==> src/rtl/char_rx.sv <==
// rtl/char_rx.sv - 8N1 serial character receiver feeding the expression recognizer.
// Emits one char_valid pulse per good frame and one frame_err pulse per bad stop bit.
module char_rx #(
  parameter int CLKS_PER_BIT = 16
) (
  input  logic       clk,
  input  logic       reset,
  input  logic       rxd,
  output logic [7:0] char,
  output logic       char_valid,
  output logic       frame_err,
  output logic       busy
);

  localparam int HALF_BIT = CLKS_PER_BIT / 2;
  localparam int CW       = $clog2(CLKS_PER_BIT);

  // Counter runs from 0 at the cycle after each reference point, so the
  // sample lands when it reaches (interval - 1).
  localparam logic [CW-1:0] HALF_LAST = CW'(HALF_BIT - 1);
  localparam logic [CW-1:0] BIT_LAST  = CW'(CLKS_PER_BIT - 1);

  typedef enum logic [2:0] {
    IDLE      = 3'd0,
    START     = 3'd1,
    DATA      = 3'd2,
    STOP      = 3'd3,
    WAIT_HIGH = 3'd4
  } state_e;

  state_e          state_q, state_d;
  logic            sync1_q, sync1_d;
  logic            rx_s_q, rx_s_d;
  logic [CW-1:0]   cnt_q, cnt_d;
  logic [3:0]      bit_idx_q, bit_idx_d;
  logic [7:0]      shift_q, shift_d;
  logic [7:0]      char_q, char_d;
  logic            char_valid_q, char_valid_d;
  logic            frame_err_q, frame_err_d;
  logic            busy_q, busy_d;

  always_comb begin
    sync1_d      = rxd;
    rx_s_d       = sync1_q;
    state_d      = state_q;
    cnt_d        = cnt_q;
    bit_idx_d    = bit_idx_q;
    shift_d      = shift_q;
    char_d       = char_q;
    char_valid_d = 1'b0;
    frame_err_d  = 1'b0;

    case (state_q)
      IDLE: begin
        if (!rx_s_q) begin
          state_d = START;
          cnt_d   = '0;
        end
      end
      START: begin
        if (cnt_q == HALF_LAST) begin
          cnt_d = '0;
          if (!rx_s_q) begin
            state_d   = DATA;
            bit_idx_d = 4'd0;
          end else begin
            state_d = IDLE;
          end
        end else begin
          cnt_d = cnt_q + CW'(1);
        end
      end
      DATA: begin
        if (cnt_q == BIT_LAST) begin
          cnt_d     = '0;
          shift_d   = {rx_s_q, shift_q[7:1]};
          bit_idx_d = bit_idx_q + 4'd1;
          if (bit_idx_q == 4'd7) begin
            state_d = STOP;
          end
        end else begin
          cnt_d = cnt_q + CW'(1);
        end
      end
      STOP: begin
        if (cnt_q == BIT_LAST) begin
          cnt_d = '0;
          if (rx_s_q) begin
            char_d       = shift_q;
            char_valid_d = 1'b1;
            state_d      = IDLE;
          end else begin
            frame_err_d = 1'b1;
            state_d     = WAIT_HIGH;
          end
        end else begin
          cnt_d = cnt_q + CW'(1);
        end
      end
      WAIT_HIGH: begin
        // A break or stuck-low line must go high before another frame is accepted.
        if (rx_s_q) begin
          state_d = IDLE;
        end
      end
      default: begin
        state_d = IDLE;
      end
    endcase

    busy_d = (state_d != IDLE);
  end

  always_ff @(posedge clk or negedge reset) begin
    if (!reset) begin
      sync1_q      <= 1'b1;
      rx_s_q       <= 1'b1;
      state_q      <= IDLE;
      cnt_q        <= '0;
      bit_idx_q    <= 4'd0;
      shift_q      <= 8'h00;
      char_q       <= 8'h00;
      char_valid_q <= 1'b0;
      frame_err_q  <= 1'b0;
      busy_q       <= 1'b0;
    end else begin
      sync1_q      <= sync1_d;
      rx_s_q       <= rx_s_d;
      state_q      <= state_d;
      cnt_q        <= cnt_d;
      bit_idx_q    <= bit_idx_d;
      shift_q      <= shift_d;
      char_q       <= char_d;
      char_valid_q <= char_valid_d;
      frame_err_q  <= frame_err_d;
      busy_q       <= busy_d;
    end
  end

  assign char       = char_q;
  assign char_valid = char_valid_q;
  assign frame_err  = frame_err_q;
  assign busy       = busy_q;

endmodule

==> config.mk <==
export PLATFORM = sky130hd
export DESIGN_NAME = char_rx
export DESIGN_NICKNAME = d
export VERILOG_FILES = /design/src/rtl/char_rx.sv
export SDC_FILE = /design/constraint.sdc
export NUM_CORES = 1
export LEC_CHECK = 0
export CORE_MARGIN = 4
export CORE_UTILIZATION = 35
export CTS_CLUSTER_DIAMETER = 30
export CTS_CLUSTER_SIZE = 14
export DETAILED_ROUTE_END_ITERATION = 8
export MAX_ROUTING_LAYER = met4
export PLACE_DENSITY = 0.59
export REMOVE_ABC_BUFFERS = 1
export SETUP_SLACK_MARGIN = 0.4
export SLEW_MARGIN = 20
export SYNTH_ARGS = -nofsm -noshare
export SYNTH_HDL_FRONTEND = slang
export SYNTH_SLANG_ARGS = --single-unit
export TNS_END_PERCENT = 100
==> constraint.sdc <==
create_clock -name clk -period 4.6 [get_ports clk]
set_clock_uncertainty 0.05 [all_clocks]
set_input_delay 0.92 -clock clk [delete_from_list [all_inputs] [get_ports clk]]
set_output_delay 0.92 -clock clk [all_outputs]
set_load 0.02 [all_outputs]
Word level (Yosys, flattened, before mapping)
Cells that the tools add are included.

operators by class
  $add $sub $neg = 2
  eq/ne operators = 11
  bitwise operators = 0
  shifts and indexed selects = 0
  divide/modulo/power cells = 0
  $lt $le $gt $ge = 0
  reduce and logical (&&, ||, !) cells = 9
  multiply operators = 0
  multiplexer cells = 22

operators by type and width
  cell                                                  number
  two-way mux 3 bit                                     7
  two-way mux 4 bit                                     5
  one-hot mux 3 bit (5 select lines)                    1
  one-hot mux 4 bit (3 select lines)                    1
  adder 4 x 1 -> 4 bit (second input constant)          2
  equality test 4 x 3 -> 1 bit (second input constant)  2
  inequality test 2 bit (second input constant)         4
  one-hot mux 4 bit (2 select lines)                    1
  equality test 3 x 2 -> 1 bit (second input constant)  2
  two-way mux 1 bit                                     6
  nonzero test 3 bit                                    2
  equality test 4 bit (second input constant)           1
  AND reduction 2 bit                                   2
  AND reduction 4 bit                                   1
  equality test 3 x 1 -> 1 bit (second input constant)  1
  equality test 3 bit (second input constant)           1
  logical NOT 3 bit                                     1
  AND reduction 3 bit                                   1
  two-way mux 2 bit                                     1
  nonzero test 2 bit                                    1
  OR reduction 2 bit                                    1

word-level totals
  bits in latches = 0
  bits in registers = 32
  output and inout bits = 11
  input port bits = 3
  ROM bits = 0
  memory bits (writable) = 0
  memories kept = 0

Longest topological paths before layout
Gate-level depths: netlist of the first run.

  word-level depth = 5
  depth in mapped cells = 7
  gate-level depth less buffers = 5

Least setup slack after synthesis of the first run
OpenSTA, ideal clock, no wires.

  path type = register to register
  start point = register cnt_q[0]
  end point = register char_q[0] (netlist: char[0])
  stages on the path, launching flop included = 7
  path buffers = 1
  path slack = 2.898 ns
  required time = 4.425 ns
  setup time = 0.125 ns
  arrival time = 1.527 ns
  clock period less this slack = 1.702 ns
  cells stage by stage = dfrtp_1 ha_1 and2_4 nand4_2 or2_1 buf_6 mux2_4

between the ends
  cells in the longest elaborated chain, start to end = 2

RTL lines
  element                        RTL line  source
  from (decl)                    34        logic [CW-1:0] cnt_q, cnt_d;
  from (signal assigned)         130       cnt_q <= cnt_d;
  equality test 4 bit            86        if (cnt_q == BIT_LAST) begin
  AND reduction 3 bit (no line)  --
  to (signal assigned)           133       char_q <= char_d;
  to (decl)                      37        logic [7:0] char_q, char_d;

Every way passes these cells.
A chain may end at the register's enable or synchronous reset.

Worst setup path after layout of the first run
  start point = register char_q[6] (netlist: char[6])
  end point = output port char[6]

RTL lines
  element    RTL line  source
  to (decl)  9         output logic [7:0] char,

No word-level cell between the ends.

==> run metrics, run 1 <==
status=finished, final reports clean; Nets=137; fmax=0.449 GHz; CTS sink cnt=32; Routed Antenna Nets=0; global-route wire length before repair=4330 µm; Core ar.=4000 µm²; CP cell instances=clkdlybuf4s50_1; hold_buf cts=0; DR WL/cell=13.2 µm; CP max stage cell=clkdlybuf4s50_1; P_int=0.000511 W; Sw Pwr=0.000244 W; area growth from synthesis to layout=16.8%; worst hold-check path type=flop to flop; clock power share=0.272; switching part of the total=0.323; num ports=14; Seq/Total Area, Yosys=0.554; register area=803 µm²; number of post-CTS setup repair buffers=0; max-slew violation count=0; area leader, netlist=dfrtp_1; Worst EP arrival=1260 ps; TritonCTS buffer count=5; vias in the first global route=910; H-tree levels=2; Clk Latency, worst-skew pair=280 ps; fin crit share=0.484; final estimated routing congestion in global placement=0.874; top-area cell type share of the netlist area=0.518; full die area=5230 µm²; pre-CTS setup slack=2650 ps; kind of critical path=flop to primary output; cells after synthesis=118; TritonCTS clock tree=built; critical path endpoint category=primary output; Total GRT Usage=0.111; CTS clk-pin slew, worst paths=70 ps; CP top delay family=buffers and inverters; type of origin of the critical path=flop; Final Cell Area=1690 µm²; slowest stage delay, CP=610 ps; Slew @ Worst Pin=599 ps; drt initial violations=39; CP max FO=2; area of the multi-input gates=587 µm²; maximum vdd ir drop=0.143 mV; TritonRoute pass-1 iters=4; final hold viol count=0; Synth area leaders=dfrtp_1, mux2_4, mux2_2, dfstp_2, o21ai_0; Setup Viol. Count Final=0; Worst EP required=3630 ps; initial antenna violation count=0; fin util=0.423; P per Cell Area=446 nW/µm²; cell leakage power=0.812 nW; layout cells sized above 1=0.218; CTS Buffer Depth=2; cell at the root of the clock tree=clkbuf_8; hold path startpoint=rx_s_d; post-DP HPWL=1700 µm; warnings from Yosys=0; grt ovf=0; Resize count post-CTS=0; setup slack after layout=2370 ps; Inserted Diodes=0; Area after DPL=1610 µm²; Reg power frac=0.511; vias per cell=5.05; maxcap violations=0; post-layout min period=2230 ps; Fillers=355; Initial Util=0.362; Slew HR=0.597; # DRC=0; synthesized cell area=1450 µm²; largest net degree at the start of global routing=33; Combinational Power Share=0.217; FP Rows=23; synthesized area per cell=12.3 µm²; Crit Reg-Reg Startpoint=state_q[1]; IO buf count=13; Total Power=0.000755 W; CP Launch Point=char[6]; CP bufs+invs=1; chip width=72.3 µm; RSZ-0062 raised after global routing=false; Die H=72.3 µm; FF+latch count, synth=32; WL final=2420 µm; post-synthesis cell type count=38; post-route setup TNS=0 ps; via count=925
==> path summary, 6_finish.rpt <==
check / end / slack (ps) / cells past startpoint
max in group asynchronous: rx_s_d / 3210 / 2
worst max register to register: bit_idx_q[3] / 2640 / 4
worst min-delay path: rx_s_q / 310 / 0
worst max-delay path: char[6] / 2370 / 1
min in group asynchronous: char[6] / 980 / 2
worst min register to register: rx_s_q / 310 / 0
==> routing by layer <==
metal	GRT usage	share of wire	routed length, µm	up-vias
li1	-	-	-	450
met4	0.0856	0.023	55	0
met2	0.159	0.47	1130	14
met3	0.0235	0.031	75	4
met5	-	0	0	-
met1	0.135	0.48	1160	457
==> power groups by stage <==
stage,Combinational [W],Sequential [W],Clock (W)
6_report,0.000163,0.000386,0.000205
2_1_floorplan,0.000124,0.000379,0
5_1_grt,0.000188,0.000395,0.000227
3_3_place_gp,0.000157,0.000388,0
3_5_place_dp,0.000166,0.000390,0
4_1_cts,0.000166,0.000385,0.000214
==> cells by family after synthesis <==
family	synth area share
and+or+nand+nor	0.148
DFF	0.554
AOI/OAI and AO/OA	0.0959
muxes	0.144
buffers and inverters	0.0406
adders and majority gates	0.0173
==> synth_stat cells, drive strengths merged <==
cell     count
a211o        1
a211oi       1
a21o         2
a21oi        4
a222oi       1
a22o         1
a311oi       1
and2         1
and3         1
buf          4
clkbuf       3
dfrtp       30
dfstp        2
ha           2
inv          4
mux2        15
mux2i        1
nand2        8
nand2b       1
nand3        2
nand3b       3
nand4        2
nand4b       2
nand4bb      1
nor2         6
nor2b        3
nor3b        1
nor4         1
o21ai        7
o221ai       1
o31ai        1
o41ai        1
or2          2
or3          2
==> state kept, by name, summed over array words and instances (netlist names) <==
name and cells:
shift_q 8, state_q 3, bit_idx_q 4, busy 1, rx_s_q 1, char 8
cnt_q 4, rx_s_d 1, char_valid 1, frame_err 1
==> cell type report <==
class / count / area share
sequential: 32 / 0.475
clock buffer: 5 / 0.0407
multi-input combinational: 75 / 0.347
clock inverter: 3 / 0.0111
timing repair buffer: 14 / 0.0813
inverter: 4 / 0.00887
tap: 50 / 0.0370
==> through the flow <==
step                hold WS [ps]  std cells
floorplan                    295        111
global placement             297        175
detailed placement           298        175
CTS                          307        183
global route                 316        183
finish                       306        183
==> layout by cell type (no fill, tap or decap), drive strengths merged, types with 2 or more instances in the layout <==
master / netlist / layout
o21ai: 7 / 7
or2: 2 / 2
nand4: 2 / 2
a21oi: 4 / 4
nand4b: 2 / 2
dfrtp: 30 / 30
ha: 2 / 2
clkbuf: 3 / 5
clkdlybuf4s50: 0 / 13
a21o: 2 / 2
clkinv: 0 / 3
nand3b: 3 / 3
nand2: 8 / 8
mux2: 15 / 15
nor2b: 3 / 3
or3: 2 / 2
inv: 4 / 4
nor2: 6 / 6
dfstp: 2 / 2
nand3: 2 / 2
Note: power is estimated with default switching activity, not from simulation.
==> run 2: changes to the inputs <==
- PLACE_DENSITY: 0.59 -> 0.61
- clock period: 4.6 -> 1.9 ns (I/O delays scaled with it)
==> run 2 against run 1 <==
Wire length increased by 17%. Utilization increased by 6.9 points. Global-route usage increased by 1.6 points. Register-to-register slack got worse by 2400 ps.
==> run metrics, run 2 (synthesis gave the netlist of run 1 again) <==
status=finished, final reports clean; WL final=2830 µm; vias in the first global route=1033; fin util=0.493; FP Rows=23; DR WL/cell=13.9 µm; Routed Antenna Nets=0; maximum vdd ir drop=0.564 mV; Total GRT Usage=0.127; Hold Path Cell Cnt=0; fin crit share=0.855; Setup Viol. Count Final=0; Core ar.=4000 µm²; # DRC=0; RSZ-0062 raised after global routing=true; CTS clk-pin slew, worst paths=70 ps; Initial Util=0.362; most common cell after layout, fill and taps aside=dfrtp_1; layout cells sized above 1=0.416; type of origin of the critical path=flop; largest net degree at the start of global routing=33; final hold viol count=0; chip width=72.3 µm; Clk Latency, worst-skew pair=280 ps; post-layout min period=1630 ps; post-DP HPWL=1870 µm; TritonRoute pass-1 iters=4; Nets=158; CP max FO=5; Worst EP required=2010 ps; TritonCTS buffer count=5; H-tree levels=2; worst hold-check path type=flop to flop; area growth from synthesis to layout=36.0%; post-route setup TNS=0 ps; pre-CTS setup slack=-76.4 ps; Die H=72.3 µm; max-slew violation count=0; Reg2Reg Depth=5; critical path endpoint category=flop; initial antenna violation count=0; CTS sink cnt=32; met1 Use GR=0.151; fmax=0.615 GHz; setup slack after layout=275 ps; cell leakage power=0.973 nW; Global Route met3 Usage=0.0332; Inserted Diodes=0; GRT met2 Usage=0.202; flop-to-flop setup slack=270 ps; commonest cells after routing, fill and taps aside=dfrtp_1, buf_4, dlygate4sd2_1; final estimated routing congestion in global placement=0.871; full die area=5230 µm²; IO buf count=13; hold_buf cts=0; WHS=306 ps; via count=1011; kind of critical path=flop to flop; maxcap violations=0; CTS Buffer Depth=2; num ports=14; P per Cell Area=1150 nW/µm²; Worst EP arrival=1740 ps; Slew HR=0.740; grt ovf=0; Slew @ Worst Pin=390 ps; drt initial violations=39; cell at the root of the clock tree=clkbuf_8; vias per cell=4.96; gr busiest metal=met2; global-route wire length before repair=4950 µm; TritonCTS clock tree=built
[run 2: changes by cell type in the layout (fill, tap and decap cells not counted), moves of 4 or more]
cell / before / now
clkdlybuf4s50_1: 13 / 2
o21ai_0: 7 / 3
o21ai_1: 0 / 4
dlygate4sd2_1: 0 / 11
buf_6: 0 / 4
buf_4: 1 / 17
[run 2: metrics by stage]
step / std cells / total power, W / instance area (µm²)
after detailed placement: 182 / 0.00141 / 1660
after CTS: 200 / 0.00220 / 1900
after global placement: 182 / 0.00137 / 1660
after global routing: 204 / 0.00242 / 1970
after floorplan: 111 / 0.00122 / 1410
final: 204 / 0.00227 / 1970
[run 2: cell type report]
type / count / area [µm²]
Clock inverter: 3 / 42.5
Multi-Input combinational cell: 76 / 688
Clock buffer: 5 / 68.8
Fill cell: 349 / 2030
Timing Repair Buffer: 34 / 289
Sequential cell: 32 / 805
Tap cell: 50 / 62.6
Inverter: 4 / 15.0
[run 2: path summary, 6_finish.rpt]
path | to | from
setup / recovery | char[4] | cnt_q[0]
hold / removal | rx_s_q | rx_s_d
setup reg to reg | char[4] | cnt_q[0]
hold reg to reg | rx_s_q | rx_s_d
max in group asynchronous | rx_s_q | reset
min in group asynchronous | cnt_q[0] | reset
[run 2: what timing repair did]
item                       CTS  global route
setup endpoints to repair   36            23
pin swaps                   12             4
buffers inserted             9             4
cloned                       1             0
resized for setup           30             8
[run 2: report_power, final]
group          switching [W]  internal (W)  leakage (nW)  total (W)
Sequential          0.000107      0.000780         0.420   0.000887
Combinational       0.000352      0.000395         0.499   0.000746
Clock               0.000252      0.000387        0.0541   0.000639
[run 2: per-layer routing]
metal  part of all wire  vias to the layer above
li1                   -                      489
met1               0.44                      502
met3              0.039                        5
met4              0.015                        0
met2               0.51                       15
met5                  0                        -
[run 2: worst max-delay path, cell delays in order (launching register included)]
cell	delay, ps
dfrtp_1	400
ha_4	180
and2_4	170
nand4_4	90
or2_4	300
mux2_4	310
